**src/rtl/conv1d_stream_param.sv**
```systemverilog
// conv1d_stream_param: streaming 1-D convolution with run-time filter load.
// Parameters: WIDTH (data/coef width), X (input length), F (filter length),
// STRIDE (output step). Produces N = (X-F)/STRIDE + 1 outputs per frame.
// Optional build macro CONV1D_RELU_EN clamps negative results to zero.
//
// state   | meaning
// --------+-----------------------------------------------------------
// LOAD_F  | accepting F filter coefficients
// LOAD_X  | accepting X input samples
// COMPUTE | one tap per cycle through read -> product -> accumulate
// OUTPUT  | presenting y_data, waiting for the consumer
module conv1d_stream_param #(
  parameter int WIDTH  = 16,
  parameter int X      = 32,
  parameter int F      = 6,
  parameter int STRIDE = 1
) (
  input  logic             clk,
  input  logic             reset,
  input  logic [WIDTH-1:0] f_data,
  input  logic             f_valid,
  output logic             f_ready,
  input  logic [WIDTH-1:0] x_data,
  input  logic             x_valid,
  output logic             x_ready,
  output logic [WIDTH-1:0] y_data,
  output logic             y_valid,
  input  logic             y_ready
);

  localparam int N  = (X - F) / STRIDE + 1;
  localparam int XW = $clog2(X);
  localparam int FW = $clog2(F);
  localparam int JW = (N > 1) ? $clog2(N) : 1;
  localparam int CW = $clog2(F + 1);

  localparam logic [XW-1:0] X_LAST    = XW'(X - 1);
  localparam logic [FW-1:0] F_LAST    = FW'(F - 1);
  localparam logic [JW-1:0] J_LAST    = JW'(N - 1);
  localparam logic [CW-1:0] TAPS      = CW'(F);
  localparam logic [CW-1:0] ONE_TAP   = CW'(1);
  localparam logic [XW-1:0] BASE_STEP = XW'(STRIDE);

  localparam logic signed [WIDTH-1:0] S_MAX = {1'b0, {(WIDTH-1){1'b1}}};
  localparam logic signed [WIDTH-1:0] S_MIN = {1'b1, {(WIDTH-1){1'b0}}};

  localparam logic [1:0] LOAD_F  = 2'd0;
  localparam logic [1:0] LOAD_X  = 2'd1;
  localparam logic [1:0] COMPUTE = 2'd2;
  localparam logic [1:0] OUTPUT  = 2'd3;

  logic [1:0]              state;
  logic [FW-1:0]           f_cnt;
  logic [XW-1:0]           x_cnt;
  logic [JW-1:0]           j;
  logic [XW-1:0]           base;
  logic                    bubble;
  logic [CW-1:0]           rd_left;
  logic [CW-1:0]           acc_left;
  logic [FW-1:0]           rd_k;
  logic                    rd_v;
  logic                    prod_v;
  logic signed [WIDTH-1:0] x_q;
  logic signed [WIDTH-1:0] f_q;
  logic signed [WIDTH-1:0] prod;
  logic signed [WIDTH-1:0] acc;

  logic signed [WIDTH-1:0] f_mem [0:F-1];
  logic signed [WIDTH-1:0] x_mem [0:X-1];

  logic                      f_hs;
  logic                      x_hs;
  logic                      y_hs;
  logic                      x_last_hs;
  logic                      next_window;
  logic                      issue;
  logic                      last_acc;
  logic [XW-1:0]             rd_addr;
  logic signed [2*WIDTH-1:0] prod_full;
  logic signed [WIDTH-1:0]   prod_sat;
  logic signed [WIDTH-1:0]   acc_sum;

  // Clamp a full-width product into the signed WIDTH range.
  function automatic logic signed [WIDTH-1:0] sat_mul(input logic signed [2*WIDTH-1:0] p);
    logic [WIDTH:0] top;
    top = p[2*WIDTH-1:WIDTH-1];
    if ((&top) || !(|top)) return p[WIDTH-1:0];
    else if (p[2*WIDTH-1]) return S_MIN;
    else return S_MAX;
  endfunction

  // WIDTH+1 bit add; overflow shows up as the two top bits disagreeing.
  function automatic logic signed [WIDTH-1:0] sat_add(input logic signed [WIDTH-1:0] a,
                                                      input logic signed [WIDTH-1:0] b);
    logic signed [WIDTH:0] s;
    s = {a[WIDTH-1], a} + {b[WIDTH-1], b};
    if (s[WIDTH] != s[WIDTH-1]) return s[WIDTH] ? S_MIN : S_MAX;
    else return s[WIDTH-1:0];
  endfunction

  assign f_ready = (state == LOAD_F);
  assign x_ready = (state == LOAD_X);
  assign y_valid = (state == OUTPUT);

  assign f_hs = f_ready & f_valid;
  assign x_hs = x_ready & x_valid;
  assign y_hs = y_valid & y_ready;

  assign x_last_hs   = x_hs && (x_cnt == X_LAST);
  assign next_window = y_hs && (j != J_LAST);

  assign issue    = (state == COMPUTE) && !bubble && (rd_left != '0);
  assign last_acc = (state == COMPUTE) && prod_v && (acc_left == ONE_TAP);
  assign rd_addr  = base + XW'(rd_k);

  assign prod_full = $signed({{WIDTH{x_q[WIDTH-1]}}, x_q}) * $signed({{WIDTH{f_q[WIDTH-1]}}, f_q});
  assign prod_sat  = sat_mul(prod_full);
  assign acc_sum   = sat_add(acc, prod);

`ifdef CONV1D_RELU_EN
  assign y_data = acc[WIDTH-1] ? '0 : acc;
`else
  assign y_data = acc;
`endif

  // Sequencing: load counters, window index/base and tap down-counters.
  always_ff @(posedge clk or posedge reset) begin
    if (reset) begin
      state    <= LOAD_F;
      f_cnt    <= '0;
      x_cnt    <= '0;
      j        <= '0;
      base     <= '0;
      bubble   <= 1'b0;
      rd_left  <= '0;
      rd_k     <= '0;
      acc_left <= '0;
    end else begin
      case (state)
        LOAD_F: begin
          if (f_hs) begin
            if (f_cnt == F_LAST) begin
              f_cnt <= '0;
              x_cnt <= '0;
              state <= LOAD_X;
            end else begin
              f_cnt <= f_cnt + FW'(1);
            end
          end
        end
        LOAD_X: begin
          if (x_hs) begin
            if (x_cnt == X_LAST) begin
              x_cnt    <= '0;
              j        <= '0;
              base     <= '0;
              bubble   <= 1'b0;
              rd_left  <= TAPS;
              rd_k     <= '0;
              acc_left <= TAPS;
              state    <= COMPUTE;
            end else begin
              x_cnt <= x_cnt + XW'(1);
            end
          end
        end
        COMPUTE: begin
          // The bubble cycle advances the window base by one stride
          // before the first read of the new window is issued.
          if (bubble) begin
            bubble <= 1'b0;
            base   <= base + BASE_STEP;
          end else if (rd_left != '0) begin
            rd_left <= rd_left - ONE_TAP;
            rd_k    <= rd_k + FW'(1);
          end
          if (prod_v) acc_left <= acc_left - ONE_TAP;
          if (last_acc) state <= OUTPUT;
        end
        OUTPUT: begin
          if (y_hs) begin
            if (j == J_LAST) begin
              if (f_valid) begin
                f_cnt <= '0;
                state <= LOAD_F;
              end else begin
                x_cnt <= '0;
                state <= LOAD_X;
              end
            end else begin
              j        <= j + JW'(1);
              bubble   <= 1'b1;
              rd_left  <= TAPS;
              rd_k     <= '0;
              acc_left <= TAPS;
              state    <= COMPUTE;
            end
          end
        end
        default: state <= LOAD_F;
      endcase
    end
  end

  // Coefficient and sample storage; contents are only meaningful after a load.
  always_ff @(posedge clk) begin
    if (f_hs) f_mem[f_cnt] <= f_data;
    if (x_hs) x_mem[x_cnt] <= x_data;
  end

  // Tap pipeline: registered read, saturated product, saturated accumulate.
  always_ff @(posedge clk or posedge reset) begin
    if (reset) begin
      x_q    <= '0;
      f_q    <= '0;
      rd_v   <= 1'b0;
      prod   <= '0;
      prod_v <= 1'b0;
      acc    <= '0;
    end else begin
      rd_v <= issue;
      if (issue) begin
        x_q <= x_mem[rd_addr];
        f_q <= f_mem[rd_k];
      end
      prod_v <= rd_v;
      if (rd_v) prod <= prod_sat;
      if (x_last_hs || next_window) acc <= '0;
      else if (prod_v) acc <= acc_sum;
    end
  end

endmodule

```
**config.mk**
```make
export PLATFORM = sky130hd
export DESIGN_NAME = conv1d_stream_param
export DESIGN_NICKNAME = d
export VERILOG_FILES = /design/src/rtl/conv1d_stream_param.sv
export SDC_FILE = /design/constraint.sdc
export NUM_CORES = 2
export LEC_CHECK = 0
export ABC_CLOCK_PERIOD_IN_PS = 20000
export CAP_MARGIN = 5
export CORE_AREA = 10 10 276 278
export DETAILED_ROUTE_END_ITERATION = 8
export DIE_AREA = 0 0 286 288
export GPL_TIMING_DRIVEN = 0
export PLACE_DENSITY = 0.82
export SLEW_MARGIN = 5
export SYNTH_ARGS = -nofsm -noshare
export SYNTH_HDL_FRONTEND = slang
export SYNTH_SLANG_ARGS = --single-unit
```
**constraint.sdc**
```tcl
create_clock -name clk -period 20 [get_ports clk]
set_input_delay 3 -clock clk [delete_from_list [all_inputs] [get_ports clk]]
set_output_delay 3 -clock clk [all_outputs]
set_load 0.02 [all_outputs]
```
==> metrics.cfg <==
[run_status]
status = finished with violations
failed_checks = max-capacitance violations, max-slew violations

[cts]
cts_tree = built
numCtsBuffers = 66
htreeDepth = 3
hold_buffers = 0
root_buffer = clkbuf_16
clk_path_buf_depth = 3
cts_setup_buffers = 0
insertion_delay_ns = 0.62
clock_sinks = 704
clk_pin_slew_worst_paths_ns = 0.06
cts_resized = 0

[sta]
finalHoldViolCount = 0
setup_tns_ns = 0
rsz0062_at_grt = no
min_period_ns = 8.90
worst_slack_ns = 11.10
worst_slew_pin_slew_ns = 1.55
slew_headroom = -0.0385
final_max_slew_viol_count = 11
finalSetupViolations = 0
clock_skew_ns = 0.0271
fin_crit_sh = 0.445
max_freq_ghz = 0.112

[critical_path]
cpPeakStageDelay_ns = 1.01
r2r_start = f_q[2]
crit_slowest_cell = nor3_1
rr_endpoint = prod[2]
start_kind = register
cp_common_cell = fa_1
crit_path_end_kind = register
rrSetupSlack_ns = 11.10
cp.required_ns = 20.47
critical_path_peak_fanout = 10
arrival_ns = 9.37
crit_type = register to register
reg2reg_depth = 26

[flow_run]
drv_cap = 1

[logic_synthesis]
synth_top_cell_by_area = edfxtp_1
ys_seq_area_frac = 0.535
synth_most_common_cell = edfxtp_1
synth_edf_count = 608
synth-seq-cells = 704
syn_area_mm2 = 0.0386
yosysWarnings = 0
avgSynthCellArea_um2 = 13.9
async_flop_share = 0.136
synth_top_area_frac = 0.473
syn_nets = 3186
netlist_top_cells_count = 608 x edfxtp_1, 303 x inv_1, 301 x nand2_1
synthCells = 2771
synthFlopType = edfxtp_1
synthTopCellsByArea = edfxtp_1 47%, fa_1 14%, mux4_2 8.4%
synth.distinct_cells = 76

[drt]
routedWlPerCell_um = 24.8
first_iter_violations = 2691
drt_wl_total_um = 97400
routed_via_density = 6.14
drt-pass1-iter-count = 7
dr_total_vias = 24100
detail-route-antenna-nets = 0
drc = 0

[floorplanning]
ioPinCount = 56
row_count = 98
floorplan.die_area_mm2 = 0.0824
die_x_um = 286
die_h_um = 288
core_mm2 = 0.0709
start_util = 0.545

[finish]
regArea_mm2 = 0.0207
diodes = 0
stdcell_count = 3931
nets = 3343
n_fill_cell = 5141
fin_util = 0.608
layout-drive-gt1-share = 0.119
syn_to_final_growth_pct = 11.6
multiInputGateArea_mm2 = 0.0164

[placement]
gp_congestion = 0.978
pre_cts_ws_ns = 11.31
port_buffers = 54
dp.cells = 3810
hpwl_um = 68200

[global_route]
gr-total-overflow = 0
grt_max_degree = 65
grt_pass1_wl_um = 149000
grt_pass1_vias = 25000
grt_use_total = 0.238
antenna_found_initial = 1

[min_path]
hold_class = register to register
min_from = rd_left[0]
worstHoldEndpoint = rd_left[0]
hold_depth = 1

## cell families after synthesis
kind of cell / Yosys count / share of synthesized area
mux: 165 / 0.0896
buf+inv: 432 / 0.0426
simple gates: 689 / 0.0866
xor+xnor: 53 / 0.0120
flops: 704 / 0.535
fa+ha+maj: 393 / 0.178
compound gates: 335 / 0.0562
## worst max path at each step
stage	depth (start not counted)	start	slack [ns]	to
final	26	f_q[2]	11.10	prod[2]
after global routing	26	f_q[2]	10.86	prod[2]
after CTS	26	f_q[1]	11.29	prod[2]
after detailed placement	26	f_q[1]	11.31	prod[2]
after global placement	26	f_q[1]	11.45	prod[2]
after floorplan	26	x_q[15]	12.88	prod[9]
## cell type report
cell class,count,area share
multi-input combinational,1635,0.381
clock inverter,39,0.00999
sequential,704,0.479
clock buffer,82,0.0402
buffer,129,0.0118
timing repair buffer,89,0.0236
inverter,303,0.0264
tap,950,0.0276
## layer usage
metal,vias to the layer above,global-route usage,routed length [um]
met5,-,0,13
met4,2,0.124,5630
met3,315,0.0389,7940
met2,1428,0.402,48300
met1,12200,0.295,35500
li1,10200,-,-
## sequential cells by signal (all words and copies together) (netlist names)
name,cells
acc_left,3
base,5
bubble,1
f_cnt,3
f_mem,96
f_q,16
j,5
prod,16
prod_v,1
rd_k,3
rd_left,3
rd_v,1
state,2
x_cnt,5
x_mem,512
x_q,16
y_data,16
## metrics by stage
step / hold WS [ns] / instance area (um2)
2_1_floorplan: 0.439 / 38600
3_3_place_gp: 0.451 / 40300
3_5_place_dp: 0.468 / 41000
4_1_cts: 0.476 / 43100
5_1_grt: 0.504 / 43100
6_report: 0.474 / 43100
## critical path: cells and delay by family, from the launching register on
family | cells | cell delay (ns)
adders and majority gates | 7 | 3.24
and+or+nand+nor | 7 | 2.33
buffers and inverters | 8 | 1.68
AOI/OAI and AO/OA | 4 | 0.86
DFF | 1 | 0.64
## placed cells by master, fill, tap and decap left out, types with 37 or more instances in the layout
cell type	count
dfrtp_1	96
clkdlybuf4s50_1	43
nand2_1	301
and2_1	153
nor2_1	55
mux4_2	144
clkbuf_16	66
o21ai_0	92
edfxtp_1	608
fa_1	264
a211oi_1	37
ha_1	114
clkbuf_1	121
inv_1	302
a21oi_1	71
Power is not shown: default switching activity piles up to over one toggle a cycle in this logic, so the estimate is an artifact.
